[src/rtl/barrel_pkg.sv]
// ============================================================================
// Module   : barrel_pkg
// Brief    : Shared types for the pipelined barrel shifter (shift_op_t).
// Revision : 1.0 - initial release
// ============================================================================
`default_nettype none

package barrel_pkg;

    typedef enum logic [1:0] {
        ROL = 2'b00,
        ROR = 2'b01,
        SRL = 2'b10,
        SRA = 2'b11
    } shift_op_t;

    localparam int c_n_min = 2;
    localparam int c_n_max = 6;

endpackage

`default_nettype wire

[src/rtl/pipelined_barrel_shifter_shift_stage.sv]
// ============================================================================
// Module   : shift_stage
// Brief    : One combinational shift level of 2**K positions for a 2**N-bit word.
// Revision : 1.0 - initial release
// ============================================================================
`default_nettype none

module shift_stage
    import barrel_pkg::*;
#(
    parameter int N = 3,
    parameter int K = 0
) (
    input  logic [2**N-1:0] d,
    input  logic            en,
    input  logic [1:0]      op,
    output logic [2**N-1:0] q
);

    localparam int c_w = 2**N;
    localparam int c_s = 2**K;

    // Arithmetic shifts reuse the current MSB: earlier SRA levels keep it equal to the original A[W-1].
    always_comb begin
        q = d;
        if (en) begin
            case (shift_op_t'(op))
                ROL:     q = {d[c_w-c_s-1:0], d[c_w-1:c_w-c_s]};
                ROR:     q = {d[c_s-1:0], d[c_w-1:c_s]};
                SRL:     q = {{c_s{1'b0}}, d[c_w-1:c_s]};
                SRA:     q = {{c_s{d[c_w-1]}}, d[c_w-1:c_s]};
                default: q = d;
            endcase
        end
    end

endmodule

`default_nettype wire

[src/rtl/pipelined_barrel_shifter.sv]
// ============================================================================
// Module   : pipelined_barrel_shifter
// Brief    : N-stage valid/ready barrel shifter (ROL/ROR/SRL/SRA); optional
//            result bit-reverse enabled by macro BSR_REVERSE_EN.
// Revision : 1.0 - initial release
// ============================================================================
`default_nettype none

module pipelined_barrel_shifter
    import barrel_pkg::*;
#(
    parameter int N = 3
) (
    input  logic              clk,
    input  logic              reset,
    input  logic              in_valid,
    output logic              in_ready,
    input  logic [2**N-1:0]   A,
    input  logic [N-1:0]      AMT,
    input  logic [1:0]        op,
`ifdef BSR_REVERSE_EN
    input  logic              rev,
`endif
    output logic              out_valid,
    input  logic              out_ready,
    output logic [2**N-1:0]   Y
);

    localparam int c_w = 2**N;

    logic                    w_advance;
    logic [N-1:0]            r_valid;
    logic [N-1:0][c_w-1:0]   r_data;
    logic [N-1:0][N-1:0]     r_amt;
    logic [N-1:0][1:0]       r_op;

    logic [c_w-1:0]          w_stage_in  [N];
    logic [c_w-1:0]          w_stage_out [N];
    logic [N-1:0]            w_amt_in    [N];
    logic [1:0]              w_op_in     [N];
    logic                    w_valid_in  [N];
    logic [c_w-1:0]          w_last;
    logic                    w_unused;

    // Whole pipe moves or holds as one; no bubble compaction.
    assign w_advance = !r_valid[N-1] | out_ready;
    assign in_ready  = w_advance;
    assign out_valid = r_valid[N-1];
    assign Y         = r_data[N-1];

    generate
        for (genvar k = 0; k < N; k++) begin : g_stage
            if (k == 0) begin : g_first
                assign w_stage_in[k] = A;
                assign w_amt_in[k]   = AMT;
                assign w_op_in[k]    = op;
                assign w_valid_in[k] = in_valid;
            end else begin : g_rest
                assign w_stage_in[k] = r_data[k-1];
                assign w_amt_in[k]   = r_amt[k-1];
                assign w_op_in[k]    = r_op[k-1];
                assign w_valid_in[k] = r_valid[k-1];
            end

            shift_stage #(
                .N (N),
                .K (k)
            ) u_shift_stage (
                .d  (w_stage_in[k]),
                .en (w_amt_in[k][k]),
                .op (w_op_in[k]),
                .q  (w_stage_out[k])
            );
        end
    endgenerate

`ifdef BSR_REVERSE_EN
    logic [N-2:0]   r_rev;
    logic           w_rev_in [N];
    logic [c_w-1:0] w_rev_out;

    generate
        for (genvar k = 0; k < N; k++) begin : g_rev
            if (k == 0) begin : g_first
                assign w_rev_in[k] = rev;
            end else begin : g_rest
                assign w_rev_in[k] = r_rev[k-1];
            end
        end
    endgenerate

    always_comb begin
        w_rev_out = w_stage_out[N-1];
        for (int i = 0; i < c_w; i++) begin
            w_rev_out[i] = w_stage_out[N-1][c_w-1-i];
        end
    end

    assign w_last = w_rev_in[N-1] ? w_rev_out : w_stage_out[N-1];
`else
    assign w_last = w_stage_out[N-1];
`endif

    always_ff @(posedge clk) begin
        if (reset) begin
            r_valid <= '0;
            r_data  <= '0;
            r_amt   <= '0;
            r_op    <= '0;
`ifdef BSR_REVERSE_EN
            r_rev   <= '0;
`endif
        end else if (w_advance) begin
            for (int k = 0; k < N; k++) begin
                r_valid[k] <= w_valid_in[k];
                r_amt[k]   <= w_amt_in[k];
                r_op[k]    <= w_op_in[k];
                r_data[k]  <= (k == N-1) ? w_last : w_stage_out[k];
            end
`ifdef BSR_REVERSE_EN
            for (int k = 0; k < N-1; k++) begin
                r_rev[k] <= w_rev_in[k];
            end
`endif
        end
    end

    // Last-stage control fields are carried for uniformity but never consumed.
    assign w_unused = ^{r_amt, r_op[N-1]};

endmodule

`default_nettype wire
[config.mk]
export PLATFORM = sky130hd
export DESIGN_NAME = pipelined_barrel_shifter
export DESIGN_NICKNAME = d
export VERILOG_FILES = /design/src/rtl/barrel_pkg.sv /design/src/rtl/pipelined_barrel_shifter_shift_stage.sv /design/src/rtl/pipelined_barrel_shifter.sv
export SDC_FILE = /design/constraint.sdc
export NUM_CORES = 1
export LEC_CHECK = 0
export ABC_CLOCK_PERIOD_IN_PS = 1040
export CORE_ASPECT_RATIO = 0.6
export CORE_UTILIZATION = 50
export CTS_CLUSTER_DIAMETER = 150
export DETAILED_ROUTE_END_ITERATION = 6
export GPL_TIMING_DRIVEN = 0
export PLACE_DENSITY_LB_ADDON = 0.2
export SETUP_SLACK_MARGIN = 0.2
export SLEW_MARGIN = 20
export SYNTH_ARGS = -nofsm -noshare
export SYNTH_HDL_FRONTEND = slang
export SYNTH_HIERARCHICAL = 1
export SYNTH_SLANG_ARGS = --single-unit
[constraint.sdc]
create_clock -name clk -period 1.04 [get_ports clk]
set_input_delay 0.312 -clock clk [delete_from_list [all_inputs] [get_ports clk]]
set_output_delay 0.312 -clock clk [all_outputs]
set_load 0.02 [all_outputs]
; ---- Word level (Yosys, flattened, before mapping)
; Index checks and enable logic that the tools add are counted.
[totals]
ff_bits = 37
elab_cells = 29
inputBits = 17
output_inout_bits = 10
[op_classes]
n_reduce_logical = 5
eq_ne = 9
n_bitwise = 1
mux = 6
[ops]
columns = cell, n
row1 = case mux 8 bit (4 select lines), 2
row2 = 2-to-1 mux 8 bit, 3
row3 = case mux 8 bit (3 select lines), 1
row4 = equality test 2 bit (second input constant), 6
row5 = equality test 2 x 1 -> 1 bit (second input constant), 3
row6 = zero test 2 bit, 3
row7 = OR reduction 2 bit, 1
row8 = zero test 1 bit, 1
row9 = OR 1 bit, 1

; ---- Longest topological paths before layout
; Gate-level depths: netlist (run 1).
[depth]
depth_word = 4
depth_mapped = 6
mapped_depth_nobuf = 5

; ---- Hierarchy
; Netlist (run 1), hierarchy kept.
[by_module_without_submodules]
columns = module, cells_per_inst, n_inst, area_per_inst_um2, seq_area_each_um2
row1 = pipelined_barrel_shifter, 157, 1, 1575.3, 680.7
row2 = shift_stage at g_stage[1].u_shift_stage, 31, 1, 197.7, 0.0
row3 = shift_stage at g_stage[0].u_shift_stage, 29, 1, 183.9, 0.0
row4 = shift_stage at g_stage[2].u_shift_stage, 19, 1, 141.4, 0.0

; ---- Worst setup path before layout (run 1)
; Ideal clock, no wire load.
[synth_path]
path_type = register to output
start = register r_valid[2]
end = output in_ready
arrival_ns = 0.841
path_slack_ns = -0.113
n_path_buf = 1
path_stages_with_launch = 4
cell_sequence = dfxtp_1 -> nor2b_1 -> buf_6 -> inv_2
[synth_between]
elab_chain_len = 2
[synth_lines]
columns = item, line
row1 = from (decl), pipelined_barrel_shifter.sv:32  ; logic [N-1:0] r_valid;
row2 = "from (signal, indexed assignment)", pipelined_barrel_shifter.sv:115  ; r_valid[k] <= w_valid_in[k];
row3 = zero test 1 bit, pipelined_barrel_shifter.sv:46  ; assign w_advance = !r_valid[N-1] | out_ready;
row4 = OR 1 bit, pipelined_barrel_shifter.sv:46
row5 = to (decl), pipelined_barrel_shifter.sv:17  ; output logic in_ready,
; No other way between the ends.

; ---- Worst setup path after layout (run 1)
; Same ends and word-level chain as after synthesis.

==> results of run 1 <==
==> kinds of logic (layout without fill, tap and decap cells) <==
family                 Yosys count  in the layout  synth area share (%)
buffers and inverters           32             80                  9.60
multiplexers                    22             22                  11.1
flip-flops                      34             34                  32.4
AND/OR/NAND/NOR                 96             96                  34.0
AO/OA/AOI/OAI                   52             52                  12.9
==> cells in the final DEF (no fill, tap or decap), drive strengths merged, types with 6 or more instances in the layout <==
| cell type | count |
|---|---|
| clkbuf | 16 |
| clkdlybuf4s50 | 11 |
| a31oi | 6 |
| nand2b | 36 |
| o21ai | 31 |
| a21oi | 14 |
| dfxtp | 34 |
| nor2 | 18 |
| buf | 47 |
| mux2i | 18 |
| nand4bb | 29 |
==> tightest hold or removal path: cells and delay by family <==
family        cells  cell delay (ns)
buf+inv           1             0.13
mux               1             0.06
simple gates      1             0.09
==> metal layers <==
| layer | wire length [um] | share of wire, % | global-route usage (%) | up-vias |
|---|---|---|---|---|
| met5 | 0 | 0 | 0 | - |
| met4 | 44 | 0.79 | 6.67 | 0 |
| met3 | 361 | 6.5 | 6.30 | 6 |
| met2 | 2350 | 42 | 40.9 | 43 |
| met1 | 2800 | 50 | 37.0 | 896 |
| li1 | - | - | - | 928 |
==> final timing paths <==
path / from / end / slack [ns] / cells after the start
worst max register to register: r_valid[2] / r_op[3] / -0.24 / 7
worst min register to register: r_valid[1] / r_valid[2] / 0.46 / 2
worst max-delay path: r_valid[2] / in_ready / -0.31 / 4
worst min-delay path: op[0] / r_op[0] / 0.33 / 3
==> power groups by stage <==
stage,sequential [mW],clock (mW),combinational [mW]
5_1_grt,1.49,1.09,0.793
4_1_cts,1.48,1.04,0.691
2_1_floorplan,1.48,0,0.430
3_5_place_dp,1.50,0,0.622
3_3_place_gp,1.50,0,0.613
6_report,1.48,1.02,0.732
==> registers in the layout (all words and copies together), names as in the netlist <==
signal	flops
r_valid	3
r_op	4
r_amt	3
r_data	16
Y	8
==> repair_timing <==
action	4_1_cts	5_1_grt
cloned	2	1
gates resized for setup	100	22
endpoints found under the setup margin	44	44
pin swaps	6	10
buffers inserted	7	5
==> cell type report <==
cell class	count	area, sq um	area share (%)
Multi-Input combinational cell	170	1250	44.0
Clock inverter	1	5.00	0.177
Tap cell	47	58.8	2.07
Inverter	3	18.8	0.662
Timing Repair Buffer	40	434	15.3
Buffer	29	284	10.0
Sequential cell	34	702	24.8
Clock buffer	7	86.3	3.05
==> through the flow <==
step	cell area [sq um]	cells	setup TNS, ns	total power, mW
2_1_floorplan	2130	236	-0.0861	1.91
3_3_place_gp	2440	308	-23.26	2.11
3_5_place_dp	2440	308	-23.94	2.12
4_1_cts	2730	325	-4.68	3.21
5_1_grt	2840	331	-8.69	3.38
6_report	2840	331	-7.29	3.23
==> results.toml, run 1 <==
[power]
pwr-share-comb_pct = 22.6
power.density_mw_per_mm2 = 1140
switchingPower_mw = 0.897
switching_share_pct = 27.7
intPower_mw = 2.34
power_frac_seq_pct = 45.8
ir_drop_mv = 0.562
share_clk_of_total_power_pct = 31.6
p_leak_nw = 1.11

[die]
coreArea_sq_mm = 0.00383
die_h_um = 52.2
ios = 27
die_area_sq_mm = 0.00447
rows = 17
dieWidth_um = 85.6
initial_utilization_pct = 54.8

[critical_path]
critPathLaunchType = "flop"
critPathTopFamily = "flip-flops"
cp_num_buf_inv = 3
slowest_delay_ns = 0.35
critPathMaxFanout = 2
crit_type = "reg2out"
cp-end-kind = "output port"
slowest_stage = "dfxtp_4"
path_cells = "nor2b_4, buf_8, inv_8, buf_6"
worstPathArrival_ns = 1.04
worstPathRequired_ns = 0.73

[synthesis]
yosysMostFrequentCell = "nand2b_1"
syn_inst = 236
synth_area_sq_mm = 0.00210
seq_area_frac_synth_pct = 32.4
synthTopCellsByCount = "nand2b_1 (36), dfxtp_1 (34), nand4bb_1 (29)"
synth_top_area_share_pct = 32.4
syn-num-nets = 253
ys_warn_count = 6
synth-edff-count = 0
async_reset_ff_share_pct = 0
yosysUniqueCellTypes = 26
ys_ff_latch = 34
ys.flop_type = "dfxtp_1"
synth.area.top_cells = "dfxtp_1 (32%), nand4bb_1 (16%), nand2b_1 (11%)"
synth_largest_area_cell = "dfxtp_1"
avgSynthCellArea_sq_um = 8.89

[outcome]
outcome = "complete, but fails checks"
violations = "setup timing"

[clock_network]
clkTransAtPathRegs_ns = 0.07
ctsHoldBuffers = 0
clkLatencyLatePin_ns = 0.29
clock_sinks = 34
cts_root_buffer = "clkbuf_8"
clock_path_buffers = 2
numCtsBuffers = 5
cts_max_level = 2
cts_tree = "done"

[sta]
fmax_mhz = 741
final_max_slew_viol_count = 0
hold_viol_final = 0
fin_skew_ns = 0.00424
slew_headroom_pct = 74.2
setup_viol = 42
final.period_utilization_pct = 130
rsz0062_at_grt = "yes"
period_minus_slack_ns = 1.35
tightest_slew_ns = 0.387
fin_ws_ns = -0.310
hold_ws_ns = 0.333

[global_routing]
grt_max_degree = 11
overflow = 0
grt_use_total_pct = 26.4
grt_pass1_wl_mm = 8.72
grt_pass1_vias = 1747
antenna_found_initial = 0

[placed_design]
port_buffers = 25
gp_congestion = 0.851
place_ws_ns = -1.00
dp_hpwl_mm = 3.63

[routing]
wl_per_cell_um = 16.8
post-route-drc-count = 0
drtIter0Drc = 114
routed_wl_mm = 5.56
first_pass_iters = 4
via_per_inst = 5.66
ant_nets = 0
via_count = 1873

[final_layout]
nets = 300
final_core_util_pct = 74.1
fillCellCount = 289
drive_gt1_share_pct = 31.0
syn2layout_area_growth_pct = 35.1
antenna_cells = 0

[min_path]
hold_class = "in2reg"

[flow_run]
drv_cap = 0
Power figures use the tool's default switching activity.
==> inputs of run 2 (changes only) <==
--- a/config.mk
+++ b/config.mk
@@ -7,12 +7,13 @@
 export LEC_CHECK = 0
 export ABC_CLOCK_PERIOD_IN_PS = 1040
 export CORE_ASPECT_RATIO = 0.6
-export CORE_UTILIZATION = 50
+export CORE_UTILIZATION = 45
 export CTS_CLUSTER_DIAMETER = 150
 export DETAILED_ROUTE_END_ITERATION = 6
 export GPL_TIMING_DRIVEN = 0
 export PLACE_DENSITY_LB_ADDON = 0.2
 export SETUP_SLACK_MARGIN = 0.2
+export SKIP_LAST_GASP = 1
 export SLEW_MARGIN = 20
 export SYNTH_ARGS = -nofsm -noshare
 export SYNTH_HDL_FRONTEND = slang
==> results.toml, run 2 (synthesized netlist as in run 1, its figures left out) <==
[outcome]
outcome = "complete, but fails checks"
violations = "setup timing"

[placed_design]
place_ws_ns = -0.996
gp_congestion = 0.872
dp_hpwl_mm = 3.62
port_buffers = 25

[clock_network]
cts_root_buffer = "clkbuf_8"
cts_max_level = 2
ctsHoldBuffers = 0
numCtsBuffers = 5
clkTransAtPathRegs_ns = 0.07
clock_sinks = 34
clkLatencyLatePin_ns = 0.29
cts_tree = "done"
clock_path_buffers = 2

[global_routing]
grt_pass1_vias = 1638
grt_use_total_pct = 23.6
grt_max_degree = 11
grt_pass1_wl_mm = 8.63
antenna_found_initial = 0
overflow = 0

[final_layout]
layout_common_cells = "nand2b_1 (36), o21ai_1 (30), nand4bb_1 (29)"
top_register = "r_data"
syn2layout_area_growth_pct = 36.4
final_core_util_pct = 66.9
antenna_cells = 0
nets = 301
largest_reg_flops = 16
drive_gt1_share_pct = 29.1
final_common_cell = "nand2b_1"

[routing]
via_per_inst = 5.47
ant_nets = 0
routed_wl_mm = 5.47
first_pass_iters = 5
wl_per_cell_um = 15.9
drtIter0Drc = 199
post-route-drc-count = 0
via_count = 1888

[critical_path]
cp-end-kind = "output port"
slowest_stage = "dfxtp_4"
critPathTopFamily = "flip-flops"
path_cells = "nor2b_4, buf_8, inv_8, buf_6"
r2r_start = "r_valid[2]"
worstPathRequired_ns = 0.73
crit_start = "r_valid[2]"
crit_type = "reg2out"
critPathLaunchType = "flop"
critPathMaxFanout = 2
slowest_delay_ns = 0.35
cp_num_buf_inv = 3
worstPathArrival_ns = 1.03

[die]
dieWidth_um = 90.2
initial_utilization_pct = 49.0
coreArea_sq_mm = 0.00428
rows = 18
die_area_sq_mm = 0.00495
die_h_um = 54.9
ios = 27

[power]
p_leak_nw = 1.11
ir_drop_mv = 0.601
power.density_mw_per_mm2 = 1130

[min_path]
hold_class = "in2reg"
holdCritStartpoint = "op[0]"

[flow_run]
drv_cap = 0

[sta]
hold_viol_final = 0
fin_ws_ns = -0.305
setup_viol = 40
slew_headroom_pct = 75.9
final_max_slew_viol_count = 0
fin_skew_ns = 0.00865
final.period_utilization_pct = 129
tightest_slew_ns = 0.361
period_minus_slack_ns = 1.34
rsz0062_at_grt = "yes"
fmax_mhz = 744
hold_ws_ns = 0.414
setup_tns_ns = -6.55
==> run 2: changes by cell type in the layout (fill, tap and decap cells not counted), moves of 2 or more <==
| cell | delta |
|---|---|
| clkbuf_2 | -4 |
| clkbuf_8 | +2 |
| clkdlybuf4s15_1 | +2 |
| dfxtp_2 | -2 |
| dfxtp_4 | +2 |
| o21ai_1 | +5 |
| o21ai_2 | -5 |
==> run 2: repair_timing <==
| item | CTS | global route |
|---|---|---|
| resized for setup | 113 | 7 |
| hold endpoints to repair | 0 | 0 |
| buffers inserted | 9 | 5 |
| pin swaps | 4 | 3 |
| setup endpoints to repair | 44 | 44 |
| gates cloned | 2 | 0 |
==> run 2: worst min-delay path, stage by stage <==
cell             delay (ns)
clkdlybuf4s15_2        0.22
nand2b_1               0.08
mux2i_1                0.05
==> run 2: through the flow <==
stage | std cells | cell area [sq um] | power (mW)
2_1_floorplan | 236 | 2130 | 1.91
3_3_place_gp | 321 | 2460 | 2.12
3_5_place_dp | 321 | 2460 | 2.13
4_1_cts | 340 | 2810 | 3.22
5_1_grt | 345 | 2860 | 3.40
6_report | 345 | 2860 | 3.24
==> run 2: area by class of cell <==
type | instances | area (sq um)
multi-input combinational | 170 | 1230
buffer | 29 | 305
timing repair buffer | 41 | 437
fill | 353 | 1420
clock inverter | 1 | 5.00
clock buffer | 7 | 86.3
inverter | 3 | 18.8
tap | 60 | 75.1
sequential | 34 | 707
==> run 2: power by group <==
| part | total, mW | internal, mW | switching [mW] |
|---|---|---|---|
| Sequential | 1.48 | 1.39 | 0.0845 |
| Clock | 1.02 | 0.534 | 0.481 |
| Combinational | 0.751 | 0.425 | 0.326 |
| Total | 3.24 | 2.35 | 0.891 |
==> run 2: final timing paths <==
kind	end	slack, ns	cells after the start
max	in_ready	-0.30	4
min	r_op[0]	0.41	3
max reg2reg	r_amt[5]	-0.22	7
min reg2reg	r_valid[2]	0.46	2
==> run 2: metal layers <==
| metal | routed length [um] | GRT usage (%) |
|---|---|---|
| met1 | 2820 | 33.5 |
| met4 | 30 | 4.84 |
| met2 | 2200 | 35.8 |
| met3 | 413 | 6.97 |
| met5 | 0 | 0 |
==> inputs of run 3 (changes only) <==
--- a/config.mk
+++ b/config.mk
@@ -13,7 +13,6 @@
 export GPL_TIMING_DRIVEN = 0
 export PLACE_DENSITY_LB_ADDON = 0.2
 export SETUP_SLACK_MARGIN = 0.2
-export SKIP_LAST_GASP = 1
 export SLEW_MARGIN = 20
 export SYNTH_ARGS = -nofsm -noshare
 export SYNTH_HDL_FRONTEND = slang
==> results.toml, run 3 (synthesized netlist as in run 1, its figures left out) <==
[sta]
slew_headroom_pct = 75.9
final.period_utilization_pct = 129
hold_viol_final = 0
rsz0062_at_grt = "yes"
final_max_slew_viol_count = 0
setup_viol = 40
fin_skew_ns = 0.00865
fmax_mhz = 744
period_minus_slack_ns = 1.34
hold_ws_ns = 0.414
tightest_slew_ns = 0.361
fin_ws_ns = -0.305

[power]
power.density_mw_per_mm2 = 1130
p_leak_nw = 1.11
ir_drop_mv = 0.601

[die]
dieWidth_um = 90.2
rows = 18
coreArea_sq_mm = 0.00428
initial_utilization_pct = 49.0
die_area_sq_mm = 0.00495
ios = 27
die_h_um = 54.9

[global_routing]
antenna_found_initial = 0
grt_use_total_pct = 23.6
grt_pass1_wl_mm = 8.63
grt_pass1_vias = 1638
grt_max_degree = 11
overflow = 0

[min_path]
hold_path_end = "r_op[0]"
hold_depth = 3
hold_class = "in2reg"
holdCritStartpoint = "op[0]"

[final_layout]
final_common_cell = "nand2b_1"
multi_input_area_sq_mm = 0.00123
fillCellCount = 353
antenna_cells = 0
top_register = "r_data"
syn2layout_area_growth_pct = 36.4
drive_gt1_share_pct = 29.1
largest_reg_flops = 16
final_core_util_pct = 66.9
layout_common_cells = "nand2b_1 (36), o21ai_1 (30), nand4bb_1 (29)"
nets = 301
regArea_sq_um = 707

[routing]
drtIter0Drc = 199
routed_wl_mm = 5.47
via_per_inst = 5.47
first_pass_iters = 5
via_count = 1888
post-route-drc-count = 0
ant_nets = 0
wl_per_cell_um = 15.9

[outcome]
violations = "setup timing"
outcome = "complete, but fails checks"

[clock_network]
clock_sinks = 34
cts_max_level = 2
clock_path_buffers = 2
numCtsBuffers = 5
clkLatencyLatePin_ns = 0.29
cts_root_buffer = "clkbuf_8"
ctsHoldBuffers = 0
clkTransAtPathRegs_ns = 0.07
cts_tree = "done"

[placed_design]
gp_congestion = 0.872
dp_hpwl_mm = 3.62
port_buffers = 25

[flow_run]
drv_cap = 0

[critical_path]
r2r-end = "r_amt[5]"
critPathMaxFanout = 2
worstPathRequired_ns = 0.73
crit_type = "reg2out"
cp-end-kind = "output port"
r2r_slack_ns = -0.22
r2r_start = "r_valid[2]"
critPathLaunchType = "flop"
worstPathArrival_ns = 1.03
r2r_cells = 7
## run 3: cell counts in the layout (fill, tap and decap cells not counted)
No cell type changed its count.
## run 3: layout make-up
class | instances | area share, %
Clock inverter | 1 | 0.175
Buffer | 29 | 10.7
Multi-Input combinational cell | 170 | 42.9
Inverter | 3 | 0.656
Tap cell | 60 | 2.62
Sequential cell | 34 | 24.7
Timing Repair Buffer | 41 | 15.3
Clock buffer | 7 | 3.02
## run 3: worst max-delay path by stage
| stage | from | end | slack [ns] | depth (start not counted) |
|---|---|---|---|---|
| after floorplan | r_op[1] | r_data[10] | -0.01 | 5 |
| after global placement | out_ready | in_ready | -0.98 | 5 |
| after detailed placement | out_ready | in_ready | -1.0 | 5 |
| after CTS | r_valid[2] | in_ready | -0.31 | 4 |
| after global routing | r_valid[2] | in_ready | -0.34 | 4 |
| final | r_valid[2] | in_ready | -0.30 | 4 |
## run 3: power breakdown
part	total, mW	switching [mW]	internal (mW)
combinational	0.751	0.326	0.425
sequential	1.48	0.0845	1.39
clock	1.02	0.481	0.534
## run 3: what timing repair did
item | CTS | global route
pin swaps | 4 | 3
cloned | 2 | 0
resized for setup | 113 | 7
setup endpoints to repair | 44 | 44
setup buffers | 9 | 5
## run 3: critical path, stage by stage, from the launching register on
cell     delay, ns
dfxtp_4       0.35
nor2b_4       0.14
buf_8         0.12
inv_8         0.03
buf_6         0.12
## run 3: metrics by stage
stage / instance area, sq um / setup TNS (ns) / cells / power, mW / setup WS [ns]
2_1_floorplan: 2130 / -0.0861 / 236 / 1.91 / -0.0144
3_5_place_dp: 2460 / -24.22 / 321 / 2.13 / -0.996
6_report: 2860 / -6.55 / 345 / 3.24 / -0.305
5_1_grt: 2860 / -8.15 / 345 / 3.40 / -0.337
3_3_place_gp: 2460 / -24.20 / 321 / 2.12 / -0.982
4_1_cts: 2810 / -6.39 / 340 / 3.22 / -0.314
## run 3: per-layer routing
metal	share of wire, %	up-vias	global-route usage, %
li1	-	933	-
met1	52	891	33.5
met2	40	60	35.8
met3	7.6	4	6.97
met4	0.55	0	4.84
met5	0	-	0
